File: src/rtl/axi_write_burst_source.sv
// Burst sequencer plus show-ahead write FIFO feeding the AXI write data channel engine.
// Optional completed-burst counter enabled by defining WRITE_BURST_STATS_EN.
module axi_write_burst_source #(
   parameter int data_width = 32,
   parameter int fifo_depth = 8,
   parameter int len_width  = 8
) (
   input  logic                          clk,
   input  logic                          resetn,
   input  logic                          req_valid,
   output logic                          req_ready,
   input  logic [len_width-1:0]          req_len,
   input  logic [3:0]                    req_id,
   input  logic [data_width-1:0]         wr_data,
   input  logic                          wr_valid,
   output logic                          wr_ready,
   output logic [data_width-1:0]         data,
   output logic                          data_valid,
   output logic                          go,
   output logic                          last_transfer,
   output logic [3:0]                    transaction_ID,
   input  logic                          data_sent,
   input  logic                          done,
   output logic                          busy,
   output logic [$clog2(fifo_depth):0]   fifo_level,
   output logic [15:0]                   burst_count
);

   localparam int aw = $clog2(fifo_depth);
   localparam logic [len_width:0] beat_one   = (len_width+1)'(1);
   localparam logic [aw-1:0]      ptr_one    = aw'(1);
   localparam logic [aw:0]        level_one  = (aw+1)'(1);
   localparam logic [aw:0]        level_full = (aw+1)'(fifo_depth);

   typedef enum logic [1:0] {IDLE, STREAM, WAIT_DONE, RELEASE} state_t;

   state_t                state_q, state_d;
   logic [len_width:0]    beats_left_q, beats_left_d;
   logic [3:0]            tid_q, tid_d;
   logic [aw-1:0]         wr_ptr_q, rd_ptr_q;
   logic [aw:0]           level_q;
   logic [data_width-1:0] mem [fifo_depth];

   logic fifo_full, fifo_empty, push, pop;

   assign fifo_full  = (level_q == level_full);
   assign fifo_empty = (level_q == '0);
   assign push       = wr_valid && !fifo_full;

   // NOTE: every signal driven here gets a default before the case statement,
   // so no path leaves one unassigned and no latch is inferred.
   always_comb begin
      state_d       = state_q;
      beats_left_d  = beats_left_q;
      tid_d         = tid_q;
      req_ready     = 1'b0;
      go            = 1'b0;
      data_valid    = 1'b0;
      last_transfer = 1'b0;
      pop           = 1'b0;
      case (state_q)
         IDLE: begin
            req_ready = 1'b1;
            if (req_valid) begin
               tid_d        = req_id;
               beats_left_d = {1'b0, req_len} + beat_one;
               state_d      = STREAM;
            end
         end
         STREAM: begin
            go            = 1'b1;
            data_valid    = !fifo_empty;
            last_transfer = (beats_left_q == beat_one);
            // A beat only retires when there is a word to hand over.
            pop           = data_sent && !fifo_empty;
            if (pop) begin
               beats_left_d = beats_left_q - beat_one;
               if (beats_left_q == beat_one) state_d = WAIT_DONE;
            end
         end
         WAIT_DONE: begin
            go = 1'b1;
            if (done) state_d = RELEASE;
         end
         RELEASE: begin
            if (!done) state_d = IDLE;
         end
         default: state_d = IDLE;
      endcase
   end

   // NOTE: sequential state uses non-blocking assignments so every register
   // samples the pre-edge values regardless of process ordering.
   always_ff @(posedge clk or negedge resetn) begin
      if (!resetn) begin
         state_q      <= IDLE;
         beats_left_q <= '0;
         tid_q        <= '0;
      end else begin
         state_q      <= state_d;
         beats_left_q <= beats_left_d;
         tid_q        <= tid_d;
      end
   end

   always_ff @(posedge clk or negedge resetn) begin
      if (!resetn) begin
         wr_ptr_q <= '0;
         rd_ptr_q <= '0;
         level_q  <= '0;
      end else begin
         if (push) wr_ptr_q <= wr_ptr_q + ptr_one;
         if (pop)  rd_ptr_q <= rd_ptr_q + ptr_one;
         case ({push, pop})
            2'b10:   level_q <= level_q + level_one;
            2'b01:   level_q <= level_q - level_one;
            default: level_q <= level_q;
         endcase
      end
   end

   // NOTE: the storage array is deliberately left out of reset; the pointers
   // and level define validity, and the output mux hides stale contents.
   always_ff @(posedge clk) begin
      if (push) mem[wr_ptr_q] <= wr_data;
   end

   assign data           = data_valid ? mem[rd_ptr_q] : '0;
   assign wr_ready       = !fifo_full;
   assign busy           = (state_q != IDLE);
   assign transaction_ID = tid_q;
   assign fifo_level     = level_q;

`ifdef WRITE_BURST_STATS_EN
   logic [15:0] burst_count_q;

   always_ff @(posedge clk or negedge resetn) begin
      if (!resetn) begin
         burst_count_q <= '0;
      end else if (state_q == WAIT_DONE && done) begin
         burst_count_q <= burst_count_q + 16'd1;
      end
   end

   assign burst_count = burst_count_q;
`else
   assign burst_count = '0;
`endif

endmodule

File: config.mk
export PLATFORM = sky130hd
export DESIGN_NAME = axi_write_burst_source
export DESIGN_NICKNAME = d
export VERILOG_FILES = /design/src/rtl/axi_write_burst_source.sv
export SDC_FILE = /design/constraint.sdc
export NUM_CORES = 1
export LEC_CHECK = 0
export BUFFER_PORTS_ARGS = -buffer_cell sky130_fd_sc_hd__buf_2
export CAP_MARGIN = 30
export CORE_ASPECT_RATIO = 2
export CORE_MARGIN = 2
export CORE_UTILIZATION = 47
export CTS_CLUSTER_DIAMETER = 30
export DETAILED_ROUTE_END_ITERATION = 6
export PLACE_DENSITY_LB_ADDON = 0.12
export REMOVE_ABC_BUFFERS = 1
export SLEW_MARGIN = 20
export SYNTH_ARGS = -nofsm -noshare
export SYNTH_HDL_FRONTEND = slang
export SYNTH_SLANG_ARGS = --single-unit
File: constraint.sdc
create_clock -name clk -period 6.06 [get_ports clk]
set_input_delay 0.606 -clock clk [delete_from_list [all_inputs] [get_ports clk]]
set_output_delay 0.606 -clock clk [all_outputs]
set_load 0.02 [all_outputs]
==> summary.md <==
| Metric | Value |
|---|---|
| Post-synthesis sequential area ratio | between 70 and 80% |
| Slowest stage cell on the critical path | dfrtp_4 |
| Residual DRC | 0 |
| Leak pwr | approximately 4.8 nW |
| Post-CTS Hold Fix Bufs | 0 |
| Root buffer cell | clkbuf_16 |
| FF+latch area | approximately 8300 sq um |
| Count leader, synth | edfxtp_1 |
| Worst-path clk slew | 60 ps |
| # IOs | between 100 and 150 |
| Power Total | ~6.7 mW |
| Unrepaired setup endpoints after global routing | no |
| Pin count of the biggest net entering global routing | between 60 and 70 |
| CP Cell Sequence | buf_4 > mux4_2 > mux2i_1 > nor2_1 > buf_2 |
| Iter 0 DRT Violations | around 380 |
| Peak supply drop | 0.402 mV |
| Multi-input gate area | between 2000 and 3000 sq um |
| Worst Reg2Reg Path Length in Cells | 14 |
| Post-Syn Area | around 11000 sq um |
| Sink Count | roughly 280 |
| Family with the most delay on the worst path | flip-flops |
| Setup Crit Path Kind | reg -> out |
| CP arrival | around 3100 ps |
| Worst-Skew Late Latency | 520 ps |
| Worst EP required | 5450 ps |
| Die X | between 100 and 150 um |
| TritonCTS buffer count | 36 |
| Reg-to-Reg Start | state_q[1]$_DFFE_PN0P_ |
| Final Util | between 50% and 60% |
| Share of post-route cells with drive strength above 1 | 34.7% |
| Die area | between 20000 and 30000 sq um |
| Total GRT Usage | between 10% and 20% |
| Final Hold Viols | 0 |
| Max cap viols | 0 |
| EDFF count, synth | between 200 and 300 |
| Most frequent cells after synthesis | 256 x edfxtp_1, 64 x mux4_2, 40 x nor2_1 |
| Total negative slack | 0 ps |
| First-pass GRT wire length | about 37 mm |
| Initial antenna violation count | 2 |
| Area leader, netlist | edfxtp_1 |
| Hold Path Class | in -> async |
| Max-slew violations | 0 |
| Placed cells | ~960 |
| Die Height | around 220 um |
| Post-CTS Setup Repair Bufs | 0 |
| Yosys reg bits | 281 |
| Via Count | approximately 5900 |
| Drt first pass iters | 4 |
| CP Buf/Inv Count | 2 |
| Initial Util | between 40% and 50% |
| Final-stage net count | ~770 |
| Clk_skew | around 10 ps |
| Synth Flop Type | edfxtp_1 |
| DP HPWL | roughly 14 mm |
| Reg2Reg Setup Slack | 2810 ps |
| Setup Viol. Count Final | 0 |
| Post-synthesis cell count | 590 |
| GP Congestion | ~0.83 |
| CTS tree | done |
| Slew at the pin closest to its max-slew limit | 838 ps |
| ANT nets after route | 0 |
| Largest stage delay, worst path | 980 ps |
| FFs w/ async S/R, synth | 8.90% |
| Status | complete, no violations |
| Post-DR wirelength/cell | 23.6 um |
| Post-synthesis area per instance | 19.4 sq um |
| Min Clock Period, post-route | 3740 ps |
| Startpoint Class | flip-flop |
| H-Tree Depth | 2 |
| Unique masters post-synth | 54 |
| Top cell type's share of synthesized area | roughly two thirds |
| Area contributors post-synth | edfxtp_1 67%, mux4_2 13%, dfrtp_1 5.5%, mux2i_1 3.1%, ha_1 1.3% |
| Layout Cells excl Fill | just over 1000 |
| Vias in the first global route | 6347 |
| Period utilization | slightly above 60% |
| Power density of the placed cells | about 500 nW/um^2 |
| Congestion Overflow GR | 0 |
| Number of buffers added on ports | 95 |
| Fillcell total | 1877 |
| Post-cts gate resize count | 0 |
| Area delta synth->final | 17.4% |
| Rel. slew slack | between 40% and 50% |
| R2r endpoint | fifo_level[2]$_DFFE_PN0P_ |
| Core Rows | 80 |
| Yosys warnings | 0 |
| Via density per instance | roughly 5.7 |
| CTS max path bufs | 3 |
| Core area | about 24000 sq um |
| Top achievable clock speed | between 200 and 300 MHz |
| Final WL | 24.2 mm |
| CP endpoint kind | primary output |
| Crit-path max FO | roughly 40 |
how the worst max path moves through the flow:
stage	slack, ps	start	cells past startpoint	end
final	2320	rd_ptr_q[0]$_DFFE_PN0P_	5	data[5]
after global routing	2050	rd_ptr_q[0]$_DFFE_PN0P_	5	data[5]
after CTS	2180	rd_ptr_q[0]$_DFFE_PN0P_	5	data[5]
after detailed placement	2760	rd_ptr_q[0]$_DFFE_PN0P_	5	data[5]
after global placement	2790	rd_ptr_q[0]$_DFFE_PN0P_	5	data[5]
after floorplan	920	fifo_level[1]$_DFFE_PN0P_	4	mem[2][0]$_DFFE_PP_
logic make-up after synthesis:
family | synth area share (%)
muxes | 16.3
and+or+nand+nor | 4.06
xor gates and xnor gates | 1.15
adders and majority gates | 1.31
other | 0.0327
DFF | 72.6
AOI/OAI and AO/OA | 2.14
buffers and inverters | 2.37
sequential cells by signal, indices dropped and copies added (netlist names):
signal / flops
rd_ptr_q: 3
mem: 256
fifo_level: 4
transaction_ID: 4
state_q: 2
beats_left_q: 9
wr_ptr_q: 3
final cells by class:
| type | instances | area share (%) |
|---|---|---|
| clock buffers | 44 | 7.15 |
| well taps | 287 | 2.67 |
| inverters | 12 | 0.335 |
| repair buffers | 109 | 4.41 |
| diodes | 1 | 0.0186 |
| multi-input cells | 271 | 22.1 |
| clock inverters | 21 | 1.46 |
| flip-flops and latches | 281 | 61.9 |
layer usage:
metal  up-vias  wire (um)  global-route usage [%]
li1       2596          -                       -
met1      3066       9000                    22.0
met2       145      13600                    36.1
met3        41        986                    3.72
met4         2        605                    6.57
met5         -         13                       0
cells in the final DEF, fill, tap and decap left out, drive strengths merged, types with 2 or more instances in the layout:
master	count
nand2b	3
clkinv	9
o21ai	6
a211o	2
o41ai	2
nand4	3
inv	20
nor2b	2
mux2	7
buf	109
clkbuf	44
or4	2
or4b	2
dfrtp	25
xor2	8
edfxtp	256
nand2	13
xnor2	7
nor4	3
nor3b	2
a211oi	4
nor3	6
ha	12
clkinvlp	3
nor2	40
conb	16
nand3	6
mux4	64
a21oi	6
mux2i	35
power breakdown:
| part | internal, mW | total [mW] | switching [mW] | leakage [nW] |
|---|---|---|---|---|
| Combinational | 0.874 | 1.92 | 1.04 | 1.60 |
| Clock | 1.20 | 2.03 | 0.826 | 0.562 |
| Sequential | 2.47 | 2.78 | 0.316 | 2.61 |
through the flow:
stage	setup WS [ps]	area [sq um]	hold slack, ps
CTS	2180	13400	96.0
floorplan	924	11300	310
finish	2320	13400	104
global placement	2790	12300	493
detailed placement	2760	12300	495
global route	2050	13400	138
Note: power is estimated with default switching activity, not from simulation.
